**src/rtl/canvas_reader.sv**
```systemverilog
`default_nettype none
// +--------------------------------------------------------------------------+
// | Module      : canvas_reader                                              |
// | Description : Scans the drawing canvas out of the pixel frame buffer,    |
// |               one read per cycle, and reduces it to a GRID x GRID array  |
// |               of per-cell ink counts plus a thresholded bit per cell.    |
// | Revision    : 1.0  initial release                                       |
// +--------------------------------------------------------------------------+
module canvas_reader #(
  parameter int X_BASE = 89,
  parameter int Y_BASE = 33,
  parameter int CELL_W = 5,
  parameter int CELL_H = 7,
  parameter int GRID   = 28,
  parameter int THRESH = 1
) (
  input  logic       clock,
  input  logic       resetn,
  input  logic       start,
  input  logic       abort,
  output logic       rd_en,
  output logic [7:0] rd_x,
  output logic [7:0] rd_y,
  input  logic       rd_data,
  output logic       cell_valid,
  output logic [9:0] cell_index,
  output logic [5:0] cell_value,
  output logic       cell_bit,
  output logic       busy,
  output logic       done
);

  localparam int c_dx_w = (CELL_W > 1) ? $clog2(CELL_W) : 1;
  localparam int c_dy_w = (CELL_H > 1) ? $clog2(CELL_H) : 1;
  localparam int c_g_w  = (GRID   > 1) ? $clog2(GRID)   : 1;

  typedef enum logic [1:0] {
    S_IDLE  = 2'd0,
    S_SCAN  = 2'd1,
    S_DRAIN = 2'd2,
    S_DONE  = 2'd3
  } state_t;

  state_t            state_q, state_d;
  logic [c_dx_w-1:0] dx_q, dx_d;
  logic [c_dy_w-1:0] dy_q, dy_d;
  logic [c_g_w-1:0]  col_q, col_d;
  logic [c_g_w-1:0]  row_q, row_d;
  logic [9:0]        idx_q, idx_d;          // index of the cell being read
  logic              drain_q, drain_d;      // second DRAIN cycle marker
  logic              pend_q, pend_d;        // previous cycle issued a read
  logic              pend_last_q, pend_last_d;
  logic [9:0]        pend_idx_q, pend_idx_d;
  logic [5:0]        acc_q, acc_d;
  logic              cell_valid_q, cell_valid_d;
  logic [9:0]        cell_index_q, cell_index_d;
  logic [5:0]        cell_value_q, cell_value_d;
  logic              cell_bit_q, cell_bit_d;

  logic              w_dx_last, w_dy_last, w_col_last, w_row_last;
  logic              w_cell_last, w_scan_last;
  logic [5:0]        w_sum;

  assign w_dx_last   = (dx_q  == c_dx_w'(CELL_W - 1));
  assign w_dy_last   = (dy_q  == c_dy_w'(CELL_H - 1));
  assign w_col_last  = (col_q == c_g_w'(GRID - 1));
  assign w_row_last  = (row_q == c_g_w'(GRID - 1));
  assign w_cell_last = w_dx_last && w_dy_last;
  assign w_scan_last = w_cell_last && w_col_last && w_row_last;

  // Next-state, scan counters and accumulator/result datapath
  always_comb begin
    state_d      = state_q;
    dx_d         = dx_q;
    dy_d         = dy_q;
    col_d        = col_q;
    row_d        = row_q;
    idx_d        = idx_q;
    drain_d      = drain_q;
    pend_d       = 1'b0;
    pend_last_d  = 1'b0;
    pend_idx_d   = pend_idx_q;
    acc_d        = acc_q;
    cell_valid_d = 1'b0;
    cell_index_d = cell_index_q;
    cell_value_d = cell_value_q;
    cell_bit_d   = cell_bit_q;
    w_sum        = acc_q + 6'(rd_data);

    // rd_data is meaningful only in the cycle right after a read
    if (pend_q && !abort) begin
      if (pend_last_q) begin
        cell_value_d = w_sum;
        cell_bit_d   = (int'(w_sum) >= THRESH);
        cell_index_d = pend_idx_q;
        cell_valid_d = 1'b1;
        acc_d        = 6'd0;
      end else begin
        acc_d        = w_sum;
      end
    end

    case (state_q)
      S_IDLE: begin
        if (start) state_d = S_SCAN;
      end
      S_SCAN: begin
        pend_d      = 1'b1;
        pend_last_d = w_cell_last;
        pend_idx_d  = idx_q;
        dx_d        = w_dx_last ? '0 : dx_q + c_dx_w'(1);
        if (w_dx_last) dy_d = w_dy_last ? '0 : dy_q + c_dy_w'(1);
        if (w_cell_last) begin
          col_d = w_col_last ? '0 : col_q + c_g_w'(1);
          idx_d = idx_q + 10'd1;
          if (w_col_last) row_d = w_row_last ? '0 : row_q + c_g_w'(1);
        end
        if (w_scan_last) begin
          state_d = S_DRAIN;
          idx_d   = 10'd0;
          drain_d = 1'b0;
        end
      end
      S_DRAIN: begin
        if (drain_q) state_d = S_DONE;
        drain_d = 1'b1;
      end
      S_DONE: begin
        state_d = S_IDLE;
        drain_d = 1'b0;
      end
      default: state_d = S_IDLE;
    endcase

    // Cancel wins over everything, including a start in IDLE
    if (abort) begin
      state_d     = S_IDLE;
      dx_d        = '0;
      dy_d        = '0;
      col_d       = '0;
      row_d       = '0;
      idx_d       = 10'd0;
      drain_d     = 1'b0;
      pend_d      = 1'b0;
      pend_last_d = 1'b0;
      acc_d       = 6'd0;
    end
  end

  // State and datapath registers, asynchronously cleared
  always_ff @(posedge clock or negedge resetn) begin
    if (!resetn) begin
      state_q      <= S_IDLE;
      dx_q         <= '0;
      dy_q         <= '0;
      col_q        <= '0;
      row_q        <= '0;
      idx_q        <= 10'd0;
      drain_q      <= 1'b0;
      pend_q       <= 1'b0;
      pend_last_q  <= 1'b0;
      pend_idx_q   <= 10'd0;
      acc_q        <= 6'd0;
      cell_valid_q <= 1'b0;
      cell_index_q <= 10'd0;
      cell_value_q <= 6'd0;
      cell_bit_q   <= 1'b0;
    end else begin
      state_q      <= state_d;
      dx_q         <= dx_d;
      dy_q         <= dy_d;
      col_q        <= col_d;
      row_q        <= row_d;
      idx_q        <= idx_d;
      drain_q      <= drain_d;
      pend_q       <= pend_d;
      pend_last_q  <= pend_last_d;
      pend_idx_q   <= pend_idx_d;
      acc_q        <= acc_d;
      cell_valid_q <= cell_valid_d;
      cell_index_q <= cell_index_d;
      cell_value_q <= cell_value_d;
      cell_bit_q   <= cell_bit_d;
    end
  end

  assign rd_en      = (state_q == S_SCAN);
  assign rd_x       = 8'(X_BASE + int'(col_q) * CELL_W + int'(dx_q));
  assign rd_y       = 8'(Y_BASE + int'(row_q) * CELL_H + int'(dy_q));
  assign busy       = (state_q != S_IDLE);
  assign done       = (state_q == S_DONE);
  assign cell_valid = cell_valid_q;
  assign cell_index = cell_index_q;
  assign cell_value = cell_value_q;
  assign cell_bit   = cell_bit_q;

endmodule
`default_nettype wire
```
**config.mk**
```make
export PLATFORM = sky130hd
export DESIGN_NAME = canvas_reader
export DESIGN_NICKNAME = d
export VERILOG_FILES = /design/src/rtl/canvas_reader.sv
export SDC_FILE = /design/constraint.sdc
export NUM_CORES = 1
export LEC_CHECK = 0
export ABC_AREA = 1
export BUFFER_PORTS_ARGS = -buffer_cell sky130_fd_sc_hd__buf_2
export CORE_AREA = 2 2 99 101
export CTS_BUF_LIST = sky130_fd_sc_hd__clkbuf_4 sky130_fd_sc_hd__clkbuf_8
export CTS_CLUSTER_SIZE = 28
export DETAILED_ROUTE_END_ITERATION = 8
export DIE_AREA = 0 0 101 103
export GPL_ROUTABILITY_DRIVEN = 1
export HOLD_SLACK_MARGIN = 0.1
export PLACE_DENSITY_LB_ADDON = 0.1
export SLEW_MARGIN = 20
export SYNTH_ARGS = -nofsm -noshare
export SYNTH_HDL_FRONTEND = slang
export SYNTH_SLANG_ARGS = --single-unit
```
**constraint.sdc**
```tcl
create_clock -name clock -period 2.65 [get_ports clock]
set_clock_uncertainty 0.2 [all_clocks]
set_input_delay 0.3975 -clock clock [delete_from_list [all_inputs] [get_ports clock]]
set_output_delay 0.3975 -clock clock [all_outputs]
set_load 0.05 [all_outputs]
```
* Word-level counts from Yosys, hierarchy flattened
Cells that the tools add are included.
** Storage, ports and cells
- Logic and storage cells :: 96
- Bits of input ports :: 5
- Register bits after elaboration :: 65
** Cells by class
- Multipliers :: 2
- Order comparisons :: 1
- Mux-type cells :: 37
- Reductions and logical operators :: 21
- Add/subtract/negate cells :: 10
- Equality and inequality tests :: 10
** Operators by type and width (number)
- two-way mux 5 bit :: 9
- two-way mux 10 bit :: 4
- two-way mux 3 bit :: 7
- two-way mux 6 bit :: 3
- adder 8 x 3 -> 8 bit :: 2
- multiplier 5 x 3 -> 8 bit, second input constant :: 2
- nonzero test 2 bit :: 6
- adder 10 x 1 -> 10 bit, second input constant :: 1
- adder 5 x 1 -> 5 bit, second input constant :: 2
- equality test 5 bit, second input constant :: 2
- AND reduction 2 bit :: 5
- adder 6 x 8 -> 8 bit, first input constant :: 1
- adder 7 x 8 -> 8 bit, first input constant :: 1
- two-way mux 1 bit :: 8
- two-way mux 2 bit :: 4
- one-hot mux 2 bit (4 select lines) :: 1
- adder 3 x 1 -> 3 bit, second input constant :: 2
- adder 6 x 1 -> 6 bit :: 1
- equality test 3 bit, second input constant :: 2
- greater-or-equal comparator 6 x 1 -> 1 bit, second input constant :: 1
- inequality test 3 bit, second input constant :: 2
- AND reduction 3 bit :: 2
- equality test 2 bit, second input constant :: 2
- logical AND 1 bit :: 4
- 7 further kinds :: 7

* Logic depth before layout (Yosys ltp)
- Depth after elaboration :: 7
- Depth in mapped cells :: 11
- Gate-level depth less buffers :: 11

* Least setup slack after synthesis
OpenSTA, ideal clock, no wires.
- Path kind :: reg-to-output
- Start :: reg row_q[1]
- End :: out rd_y[5]
- Arrival time :: 2939 ps
- Setup slack :: -886 ps
- Cell stages (with the launch flop) :: 9
- Path buffers :: 0
- Data required time :: 2053 ps
- Cells stage by stage :: dfrtp_1 -> fa_1 -> inv_1 -> fa_1 -> fa_1 -> inv_1 -> nand3_1 -> nand2_1 -> xor2_1
** On the way
- Word-level cells in the longest chain between the ends :: 3
** Ends and longest elaborated chain
- start: declaration :: line 48 : logic [c_g_w-1:0] row_q, row_d;
- start signal: assignment :: line 173 : row_q <= row_d;
- multiplier 5 x 3 -> 8 bit :: line 189 : assign rd_y = 8'(Y_BASE + int'(row_q) * CELL_H + int'(dy_q));
- adder 6 x 8 -> 8 bit :: line 189
- adder 8 x 3 -> 8 bit :: line 189
- end: declaration :: line 23 : output logic [7:0] rd_y,
Every way passes these cells.

* Final worst setup path
- Start :: reg row_q[2]
- End :: out rd_y[6]
The elaborated chain is that of the path after synthesis.

==> results.txt <==
The run finished, with violations left. The final reports fail on setup timing. The sum of net half-perimeters after detailed placement came out at ~6300 um.

The final core utilization is 57.1%. In the synthesized netlist, the cells that appear most often are nand2_1 (124), inv_1 (71), dfrtp_1 (65). The cell row count came out at 36. The number of CTS-inserted buffers came out at 9. Of all cell types, the one taking the most synthesized area is dfrtp_1. The cell count after synthesis is about 490. The total number of H-tree levels came out at 3.

The critical path capture point type is an output pin. The count of cell types in the netlist is 38. The final number of hold-violating endpoints came out at 0. The total global routing track utilization came out at between 10% and 20%.

For this run, the number of standard cells in the final layout without fillers is about 700. The first detailed-routing pass took 4 iterations. The met1 layer usage reported by global route is a little under a quarter. The area growth from synthesis to layout is 31.5%.

The share of the synthesized area in the top cell type came out at a little under 40%. The power share of the sequential group is between 40 and 50%. The count of buffers from port buffering is 41. The post-synthesis async set-or-reset flop share is 100%. The net count reported at finish is 630.

In this run switching power makes up approximately a third of total power. For the worst-skew pair, the clock arrives at the later sink with an insertion delay of approximately 350 ps. In the global route stage, met3 resource usage came out at roughly 3.6%. The Yosys step of the flow raised 0 warnings. After synthesis, the mean cell area works out to between 8 and 9 um2. With fillers left out, the area of the finished cells amounts to ~5400 um2.

The initial antenna violation count came out at 0. The die is 101 um wide. Headroom to the max-slew limit came out at 62.2%. The top-level I/O count came out at between 40 and 50. The share of final-layout standard cells stronger than drive strength 1 is 29.1%.

The clock drives 65 sinks. In the finished design, the share of the clock period the worst path needs comes to 127%. The maximum VDD drop came out at 0.000308 V. The portion of the post-synthesis area used by sequential elements is between 30% and 40%. The CTS clock-pin slew for the worst setup and hold paths came out at ~80 ps. For this configuration, the core starts out at a cell density of about 43%. The multi-input combinational cell area is between 2000 and 2500 um2. The placed standard-cell area came out at 4930 um2. The synthesized design contains 65 register bits. STA classifies the critical path startpoint as a flop. The via count is 3311. For this block, the initial DRC count from the detailed router was just over 90. Setup repair after global routing could not meet its margin everywhere. nand2_1 is the most common cell in the netlist. The cell at the root of the clock tree is clkbuf_8. Synthesis produced a netlist with a net count of between 500 and 600. The total overflow left after global routing is 0. The number of buffers on the longest clock path came out at 2. The post-placement worst setup slack came out at -529 ps.

The maximum number of pins on one net before global-route repair came out at between 40 and 50. The first global-routing pass estimated approximately 15000 um of wire. The arrival time of data at the critical path endpoint is 2770 ps.

The max-slew violation count was 0. Yosys attributes the largest share of cell area to dfrtp_1 (40%), ha_1 (12%), nand2_1 (11%). Dividing the detail-routed wire length by the instance count gives 12.1 um.

The achievable clock frequency came out at a little under 0.3 GHz. Setup violations remaining at the end of the flow were counted as 12. After detailed placement, the design holds a cell count of a little under 700. The floorplan step defined a die boundary enclosing 10400 um2. The register cell area after layout came out at 1630 um2. The most crowded layer after global routing is met2. The remaining number of nets flagged by the antenna check after routing is 0. TritonCTS built the clock tree. The met2 usage in global routing came out at between 30% and 40%.

The filler cells instantiated in the layout total between 800 and 900. The number of global-route vias before repair came out at around 3200. The depth of the worst hold-timing path is 2. The number of vias per cell after detailed routing came out at ~4.8. The analysis attributes to cell leakage a power of 2.77 nW. The internal portion of the total power is ~1.7 mW. The worst reg-to-reg setup slack is 610 ps. Power spread over the standard cell area amounts to roughly 480 nW/um2.

The max-capacitance violation count is 0. The worst path required time is 2050 ps. The fraction of power consumed by combinational cells is 21.5%. In this run the worst path has a maximum fanout of 4. The area of the mapped netlist came out at around 4100 um2. The most used flip-flop cell after synthesis is dfrtp_1. Tracing the worst setup path back leads to its startpoint at row_q[2]. The final RePlAce weighted congestion came out at 0.774. Counting flops with a built-in enable in the synthesized netlist gives 0. The smallest clock period supported by the final layout is computed as about 3400 ps. In this run the worst hold path is classified as in -> reg.

For this run, design rule violations remaining after detail routing come to 0. The part of the total power dissipated in the clock network is a little under two fifths. The category of the most critical setup path is reg -> out. The wire length reported by the detailed router came out at 8410 um. The critical path ends at rd_y[6]. The startpoint identified for the worst register-to-register timing path is dx_q[1]. The actual slew at the worst max-slew pin is around 570 ps.

The number of cell instances on the worst register-to-register path is 10. The switching power of the nets came out at 0.847 mW. The sum of internal, switching and leakage power came out at about 2.6 mW. The die extent in y is between 100 and 150 um. The worst setup slack after layout is -715 ps. The number of antenna diodes in the final layout is 0. Setup total negative slack on the finished layout was measured at -6050 ps. In this run the critical register-to-register path is captured at idx_q[5].

The worst hold slack is approximately 210 ps. The core region is roughly 9500 um2.
[worst max-delay path, cell delays in order (launching register included)]
cell     delay [ps]
dfrtp_2         440
fa_1            510
inv_1            50
fa_1            540
inv_2            60
ha_4            280
nand4_1          90
nand3_2         120
xor2_4          150
buf_6           170
[cells in the final DEF (no fill, tap or decap), types with 4 or more instances in the layout]
cell type and count:
fa_1 8, ha_1 31, nand4_1 14, nor2_2 4
buf_6 15, clkbuf_8 9, buf_4 39, nand2_1 114
nand3_2 7, xor2_1 7, buf_2 29, nand2_2 8
ha_4 6, o22ai_1 5, dfrtp_1 62, o21ai_1 8
a21oi_1 9, inv_2 9, nor2_1 14, xor2_4 4
nand2_4 5, o21ai_0 34, inv_1 65, nand3_1 26
[logic make-up (layout without fill, tap and decap cells)]
logic type                 Yosys count  count (layout)  share of synthesized area (%)
AOI/OAI and AO/OA                   64              64                           8.53
buffers and inverters               87             180                           8.59
xor gates and xnor gates            17              17                           3.62
DFF                                 65              65                           39.6
and+or+nand+nor                    204             204                           22.4
adders and majority gates           50              50                           17.2
[worst min path at each step]
stage	start	slack, ps	end
after CTS	abort	200	pend_q
after detailed placement	resetn	220	acc_q[2]
final	abort	210	pend_q
after global placement	resetn	220	acc_q[2]
after global routing	abort	210	pend_q
after floorplan	resetn	-100	acc_q[0]
[what timing repair did]
| item | 4_1_cts | 5_1_grt |
|---|---|---|
| hold endpoints to repair | 21 | 0 |
| endpoints found under the setup margin | 12 | 12 |
| pin swaps | 13 | 9 |
| hold buffers | 1 | 0 |
| buffers inserted | 1 | 3 |
| resized for setup | 42 | 16 |
[registers in the layout, summed over array words and instances (netlist names)]
name         count
cell_index      10
idx_q           10
pend_idx_q      10
acc_q            6
cell_value       6
col_q            5
row_q            5
dx_q             3
dy_q             3
state_q          2
cell_bit         1
cell_valid       1
drain_q          1
pend_last_q      1
pend_q           1
[metal layers]
layer	vias up	routed length, um
met2	54	3980
met1	1520	4050
met4	0	93
met3	7	276
met5	-	0
li1	1730	-
[power groups by stage]
stage	Combinational (mW)	Sequential (mW)	Clock (mW)
after CTS	0.558	1.06	0.989
after detailed placement	0.547	1.08	0
after global routing	0.617	1.07	1.04
after global placement	0.537	1.08	0
after floorplan	0.419	1.08	0
final	0.552	1.06	0.957
[cell type report]
| type | count | area share [%] |
|---|---|---|
| multi-input cells | 335 | 45.3 |
| clock inverters | 6 | 1.69 |
| clock buffers | 10 | 2.43 |
| well taps | 114 | 2.64 |
| repair buffers | 87 | 12.3 |
| inverters | 77 | 5.46 |
| flip-flops and latches | 65 | 30.2 |
Note: power is estimated with default switching activity, not from simulation.
